## config.mk

```make
export PLATFORM = sky130hd
export DESIGN_NAME = qdec_epb_strip
export DESIGN_NICKNAME = d
export VERILOG_FILES = /design/src/rtl/qdec_epb_strip.sv
export SDC_FILE = /design/constraint.sdc
export NUM_CORES = 1
export LEC_CHECK = 0
export BUFFER_PORTS_ARGS = -buffer_cell sky130_fd_sc_hd__buf_2
export CAP_MARGIN = 30
export CORE_MARGIN = 2
export CORE_UTILIZATION = 50
export DETAILED_ROUTE_END_ITERATION = 8
export PLACE_DENSITY = 0.85
export SYNTH_ARGS = -nofsm -noshare
export SYNTH_HDL_FRONTEND = slang
export SYNTH_SLANG_ARGS = --single-unit
```

## constraint.sdc

```tcl
create_clock -name clk -period 2.9 [get_ports clk]
set_clock_uncertainty 0.05 [all_clocks]
set_input_delay 0.725 -clock clk [delete_from_list [all_inputs] [get_ports clk]]
set_output_delay 0.725 -clock clk [all_outputs]
set_load 0.05 [all_outputs]
```

## src/rtl/qdec_epb_strip.sv

```systemverilog
// qdec_epb_strip
// Byte-stream conditioner that sits in front of the CABAC bitstream fetch port.
// Raw slice-data bytes come in, emulation-prevention bytes (0x03 after two
// zero bytes) are removed, start-code prefixes and illegal post-EPB bytes are
// flagged, and the surviving bytes leave through a registered two-entry skid
// so that both handshake directions are fully registered at one byte/cycle.

module qdec_epb_strip #(
    parameter int EPB_CNT_W  = 16,
    parameter int BYTE_CNT_W = 24
) (
    input  logic                  clk,
    input  logic                  rst_n,
    input  logic                  clear,
    input  logic [7:0]            din,
    input  logic                  din_vld,
    output logic                  din_rdy,
    output logic [7:0]            dout,
    output logic                  dout_vld,
    input  logic                  dout_rdy,
    output logic                  sc_det,
    output logic                  epb_err,
    output logic [EPB_CNT_W-1:0]  epb_cnt,
    output logic [BYTE_CNT_W-1:0] byte_cnt
);

    // Scanner state: run of consecutive zero bytes (saturating at 2) and a
    // flag remembering that the previous accepted byte was a removed EPB.
    logic [1:0]            zero_run_q, zero_run_d;
    logic                  after_epb_q, after_epb_d;

    // Output side: main register drives the port, skid catches one byte
    // while the main register is held by a stalled consumer.
    logic [7:0]            main_q, main_d;
    logic                  main_vld_q, main_vld_d;
    logic [7:0]            skid_q, skid_d;
    logic                  skid_vld_q, skid_vld_d;
    logic                  din_rdy_q, din_rdy_d;

    // Status outputs and statistics.
    logic                  sc_det_q, sc_det_d;
    logic                  epb_err_q, epb_err_d;
    logic [EPB_CNT_W-1:0]  epb_cnt_q, epb_cnt_d;
    logic [BYTE_CNT_W-1:0] byte_cnt_q, byte_cnt_d;

    // Handshake qualifiers shared by all next-state blocks.
    logic                  accept;
    logic                  xfer;
    logic                  is_epb;
    logic                  emit;

    assign accept = din_vld && din_rdy_q;
    assign xfer   = main_vld_q && dout_rdy;
    assign is_epb = (zero_run_q == 2'd2) && (din == 8'h03);
    assign emit   = accept && !is_epb;

    // Per-byte scanner: EPB removal, start-code detection and error flagging.
    always_comb begin
        zero_run_d  = zero_run_q;
        after_epb_d = after_epb_q;
        sc_det_d    = 1'b0;
        epb_err_d   = epb_err_q;
        epb_cnt_d   = epb_cnt_q;
        if (accept) begin
            if (is_epb) begin
                zero_run_d  = 2'd0;
                after_epb_d = 1'b1;
                if (epb_cnt_q != {EPB_CNT_W{1'b1}}) begin
                    epb_cnt_d = epb_cnt_q + EPB_CNT_W'(1);
                end
            end else begin
                if (after_epb_q && (din > 8'h03)) begin
                    epb_err_d = 1'b1;
                end
                after_epb_d = 1'b0;
                if (din == 8'h00) begin
                    zero_run_d = (zero_run_q == 2'd2) ? 2'd2 : (zero_run_q + 2'd1);
                end else begin
                    zero_run_d = 2'd0;
                end
                sc_det_d = (zero_run_q == 2'd2) && (din == 8'h01);
            end
        end
    end

    // Two-entry skid: refill main from skid first so order is preserved,
    // park new bytes in skid only while main is held by a stall.
    always_comb begin
        main_d     = main_q;
        main_vld_d = main_vld_q;
        skid_d     = skid_q;
        skid_vld_d = skid_vld_q;
        if (xfer || !main_vld_q) begin
            if (skid_vld_q) begin
                main_d     = skid_q;
                main_vld_d = 1'b1;
                skid_vld_d = 1'b0;
                if (emit) begin
                    skid_d     = din;
                    skid_vld_d = 1'b1;
                end
            end else if (emit) begin
                main_d     = din;
                main_vld_d = 1'b1;
            end else begin
                main_vld_d = 1'b0;
            end
        end else if (emit) begin
            skid_d     = din;
            skid_vld_d = 1'b1;
        end
        din_rdy_d = !skid_vld_d;
    end

    // Saturating count of bytes actually taken by the consumer.
    always_comb begin
        byte_cnt_d = byte_cnt_q;
        if (xfer && (byte_cnt_q != {BYTE_CNT_W{1'b1}})) begin
            byte_cnt_d = byte_cnt_q + BYTE_CNT_W'(1);
        end
    end

    // All state registers; reset and soft clear both wipe everything.
    always_ff @(posedge clk) begin
        if (!rst_n || clear) begin
            zero_run_q  <= 2'd0;
            after_epb_q <= 1'b0;
            main_q      <= 8'h00;
            main_vld_q  <= 1'b0;
            skid_q      <= 8'h00;
            skid_vld_q  <= 1'b0;
            din_rdy_q   <= 1'b0;
            sc_det_q    <= 1'b0;
            epb_err_q   <= 1'b0;
            epb_cnt_q   <= '0;
            byte_cnt_q  <= '0;
        end else begin
            zero_run_q  <= zero_run_d;
            after_epb_q <= after_epb_d;
            main_q      <= main_d;
            main_vld_q  <= main_vld_d;
            skid_q      <= skid_d;
            skid_vld_q  <= skid_vld_d;
            din_rdy_q   <= din_rdy_d;
            sc_det_q    <= sc_det_d;
            epb_err_q   <= epb_err_d;
            epb_cnt_q   <= epb_cnt_d;
            byte_cnt_q  <= byte_cnt_d;
        end
    end

    assign din_rdy  = din_rdy_q;
    assign dout     = main_q;
    assign dout_vld = main_vld_q;
    assign sc_det   = sc_det_q;
    assign epb_err  = epb_err_q;
    assign epb_cnt  = epb_cnt_q;
    assign byte_cnt = byte_cnt_q;

endmodule

```

# Word-level counts from Yosys, hierarchy flattened
# Cells that the tools add are included.
[word_totals]
regBits = 64
input_bits = 13
wordCells = 56
[classes]
n_addsub = 3
order_cmp = 1
eq_ne = 6
n_mux = 14
bitwise_logic = 2
n_reduce_logical = 19
[ops]
columns = ["op", "count"]
rows = [
  ["$mux 8", 5],
  ["$add 24x1->24 const B", 1],
  ["$ne 24x24->1 const B", 1],
  ["$add 16x1->16 const B", 1],
  ["$ne 16x16->1 const B", 1],
  ["$eq 8x1->1 const B", 1],
  ["$eq 8x2->1 const B", 1],
  ["$gt 8x2->1 const B", 1],
  ["$logic_not 8->1", 1],
  ["$logic_and 1x1->1", 7],
  ["$mux 1", 6],
  ["$mux 2", 3],
  ["$reduce_and 3->1", 2],
  ["$logic_not 1->1", 4],
  ["$reduce_or 3->1", 1],
  ["$add 2x1->2 const B", 1],
  ["$eq 2x2->1 const B", 1],
  ["$logic_or 1x1->1", 2],
  ["$ne 2x2->1 const B", 1],
  ["$not 1->1", 2],
  ["$reduce_and 2->1", 1],
  ["$reduce_bool 2->1", 1],
]

# Depth between registers and ports, before layout
[logic_depth]
word_depth = 8
depth_mapped = 8
ltp_nobuf = 7

# Worst setup path before layout
# OpenSTA, ideal clock, no wires.
[synth_path]
kind = "in2reg"
start = "input port din[3]"
end = "register epb_cnt_q[15] (netlist: epb_cnt[15])"
t_arrival_ps = 2144
required_ps = 2780
setup_slack_ps = 636
cell_stages = 5
path_cell_list = "nor4_4 -> nand4_4 -> or3b_4 -> or3_1 -> a21oi_1"
[synth_via]
elab_chain_len = 3
[synth_lines]
columns = ["element", "line_no", "source"]
rows = [
  ["start, declared", "15", "input logic [7:0] din,"],
  ["$eq 8x2->1", "54", "assign is_epb = (zero_run_q == 2'd2) && (din == 8'h03);"],
  ["$logic_and 1x1->1", "54", ""],
  ["$reduce_and 3->1 (no source line)", "-", ""],
  ["end signal, assigned", "147", "epb_cnt_q <= epb_cnt_d;"],
  ["end, declared", "43", "logic [EPB_CNT_W-1:0] epb_cnt_q, epb_cnt_d;"],
]
# No other way between the ends.
# A chain may end at the register's enable or synchronous reset.

# Final worst setup path
[layout_path]
start = "register zero_run_q[0]"
end = "register main_q[2] (netlist: dout[2])"
[layout_via]
elab_chain_len = 6
[layout_lines]
columns = ["element", "line_no", "source"]
rows = [
  ["start, declared", "29", "logic [1:0] zero_run_q, zero_run_d;"],
  ["start signal, assigned", "138", "zero_run_q <= zero_run_d;"],
  ["$eq 2x2->1", "54", ""],
  ["$logic_and 1x1->1", "54", ""],
  ["$logic_not 1->1", "55", "assign emit = accept && !is_epb;"],
  ["$logic_and 1x1->1", "55", ""],
  ["$reduce_bool 2->1 (no source line)", "-", ""],
  ["$reduce_and 2->1 (no source line)", "-", ""],
  ["end signal, assigned", "140", "main_q <= main_d;"],
  ["end, declared", "34", "logic [7:0] main_q, main_d;"],
]
# No other way between the ends.

==> flow_summary.json <==
{
  "pin_count": 65,
  "drc": 0,
  "num_vias": 2821,
  "cts_buffer_depth": 2,
  "worstPathArrival_ns": 2.72,
  "synthDistinctLibCells": 45,
  "max_freq_mhz": 396,
  "slew_headroom": 0.266,
  "clockRootBuffer": "clkbuf_8",
  "worst_hold_path.num_cells": 2,
  "fillers": 522,
  "reg2reg_from": "zero_run_q[0]$_SDFFE_PP0N_",
  "wl_per_cell_um": 14.2,
  "worstSetupStartpoint": "zero_run_q[0]$_SDFFE_PP0N_",
  "hold_start": "skid_q[3]$_SDFFE_PP0P_",
  "rsz0062_at_grt": "false",
  "peakVddDrop_mv": 0.387,
  "worst-path-max-fanout": 16,
  "gp_congestion": 0.788,
  "fin_crit_ns": 2.52,
  "postCtsSetupRepairBufs": 0,
  "tightest_slew_ns": 1.10,
  "synthesis.nets": 369,
  "grt_pass1_wl_um": 11200,
  "core_um2": 5890,
  "total_power_mw": 1.75,
  "wl_um": 7040,
  "htree_levels": 3,
  "ctsResizeCount": 0,
  "rr_worst_depth": 7,
  "first_pass_iters": 4,
  "avgSynthCellArea_um2": 8.57,
  "grt_max_degree": 59,
  "cts_buffers": 9,
  "synth_top_area_cell": "dfxtp_1",
  "leakage_nw": 1.37,
  "drv_cap": 0,
  "setup_viol": 0,
  "cts_tree": "yes",
  "synth_top_cell_area_share": 0.425,
  "netlist_area_um2": 3020,
  "ant_nets": 0,
  "clk_pin_slew_ns": 0.07,
  "hold_buffers": 0,
  "die_y_um": 81.7,
  "period_share": 0.871,
  "syn_inst": 352,
  "grt_use_total": 0.218,
  "drive_gt1_frac": 0.224,
  "fin_nets": 433,
  "synth-seq-area-share": 0.425,
  "grt_pass1_vias": 2462,
  "die_x_um": 81.7,
  "final-max-slew-violation-count": 0,
  "dp_hpwl_um": 4770,
  "path_class": "flip-flop to flip-flop",
  "synth.area.top_cells": "dfxtp_1, nor2_1, xnor2_1, a21oi_1, nand2_1",
  "drt_iter0_markers": 178,
  "yosys_register_bits": 64,
  "cp_data_required_time_ns": 3.10,
  "antenna_found_initial": 0,
  "row_count": 28,
  "finalHoldViolations": 0,
  "tns_ns": 0,
  "cts.sinks": 64,
  "overflow": 0,
  "io_buffers": 64,
  "end_kind": "flip-flop",
  "syn_to_final_growth_pct": 19.5,
  "hold_class": "flip-flop to flip-flop",
  "antenna_cells": 0,
  "status": "completed",
  "power_density_nw_per_um2": 487,
  "die_area_um2": 6670,
  "initial_core_util": 0.512,
  "ys_warn_count": 0,
  "clk_latency_ns": 0.34,
  "crit_path_start_kind": "flip-flop",
  "via_per_inst": 5.70
}
registers in the layout, indices dropped and copies added (netlist names), 2 cells and up:
register    flops
byte_cnt       24
dout            8
epb_cnt        16
skid_q          8
zero_run_q      2
metal layers:
layer	global-route usage	up-vias	wire (um)
met1	0.269	1328	3190
met5	0	-	0
met3	0.0527	10	359
li1	-	1401	-
met2	0.352	82	3350
met4	0.112	0	138
power breakdown:
group | internal [mW] | switching (mW) | leakage [nW]
Sequential | 0.883 | 0.00280 | 0.516
Clock | 0.460 | 0.334 | 0.108
Combinational | 0.0197 | 0.0547 | 0.743
Total | 1.36 | 0.392 | 1.37
cell usage after synthesis, drive strengths merged:
cell and n:
a211o 1, a211oi 10, a21oi 24, a22oi 2
a31o 3, a31oi 5, a41o 3, a41oi 1
and2 4, and2b 1, and3 4, and4 7
buf 6, clkbuf 8, dfxtp 64, ha 4
inv 4, maj3 1, mux2i 11, nand2 31
nand2b 2, nand3 13, nand4 16, nand4bb 1
nor2 55, nor2b 2, nor3 6, nor3b 4
nor4 9, nor4b 1, o21ai 14, o31ai 1
or2 2, or3 3, or3b 1, or4 2
or4b 1, xnor2 21, xor2 4
cell usage in the layout (no fill, tap or decap), types with 4 or more instances in the layout:
master | Yosys | routed
a211oi_1 | 10 | 10
a21oi_1 | 24 | 24
a31oi_1 | 5 | 5
and2_1 | 4 | 4
and3_1 | 4 | 4
and4_1 | 7 | 7
buf_2 | 4 | 64
clkbuf_8 | 0 | 12
dfxtp_1 | 64 | 64
ha_1 | 4 | 4
inv_1 | 4 | 4
mux2i_1 | 11 | 11
nand2_1 | 31 | 31
nand3_1 | 13 | 13
nand4_1 | 14 | 14
nor2_1 | 55 | 55
nor3_1 | 6 | 6
nor3b_1 | 4 | 4
nor4_1 | 7 | 7
o21ai_0 | 14 | 14
xnor2_1 | 21 | 21
xor2_1 | 4 | 4
area by class of cell:
| type | count | area, um^2 | share of cell area |
|---|---|---|---|
| Clock inverter | 3 | 40.0 | 0.0111 |
| Sequential cell | 64 | 1280 | 0.356 |
| Clock buffer | 12 | 165 | 0.0458 |
| Inverter | 4 | 15.0 | 0.00417 |
| Timing Repair Buffer | 67 | 343 | 0.0952 |
| Tap cell | 75 | 93.8 | 0.0261 |
| Multi-Input combinational cell | 270 | 1660 | 0.462 |
critical path: stages, from the launching register on:
cell      delay [ns]
dfxtp_1         0.34
inv_1           0.06
ha_1            0.23
and3_1          0.20
a31o_2          0.32
a21oi_1         0.89
nor2_1          0.08
a211oi_1        0.26
stage by stage:
stage               instance area [um^2]  hold slack (ns)  worst slack [ns]  std cells  utilization
floorplan                           3020            0.403             0.636        352            -
global placement                    3400            0.414             0.302        480        0.577
detailed placement                  3400            0.417             0.162        480        0.577
CTS                                 3600            0.426             0.389        495        0.612
global route                        3600            0.442            0.0970        495        0.612
finish                              3600            0.428             0.375        495        0.612
path summary, 6_finish.rpt:
kind	endpoint	slack, ns
worst min-delay path	skid_q[3]$_SDFFE_PP0P_	0.43
worst max-delay path	dout[2]$_SDFFE_PP0P_	0.38
worst max register to register	dout[2]$_SDFFE_PP0P_	0.38
worst min register to register	skid_q[3]$_SDFFE_PP0P_	0.43
kinds of logic (layout without fill, tap and decap cells):
kind of cell,Yosys count,count (layout),share of synthesized area
multiplexers,11,11,0.0365
flip-flops,64,64,0.425
AND/OR/NAND/NOR,165,165,0.292
buffers and inverters,18,86,0.0241
adder cells (fa/ha/maj),5,5,0.0199
AO/OA/AOI/OAI,64,64,0.130
XOR/XNOR,25,25,0.0726
Power figures use the tool's default switching activity.
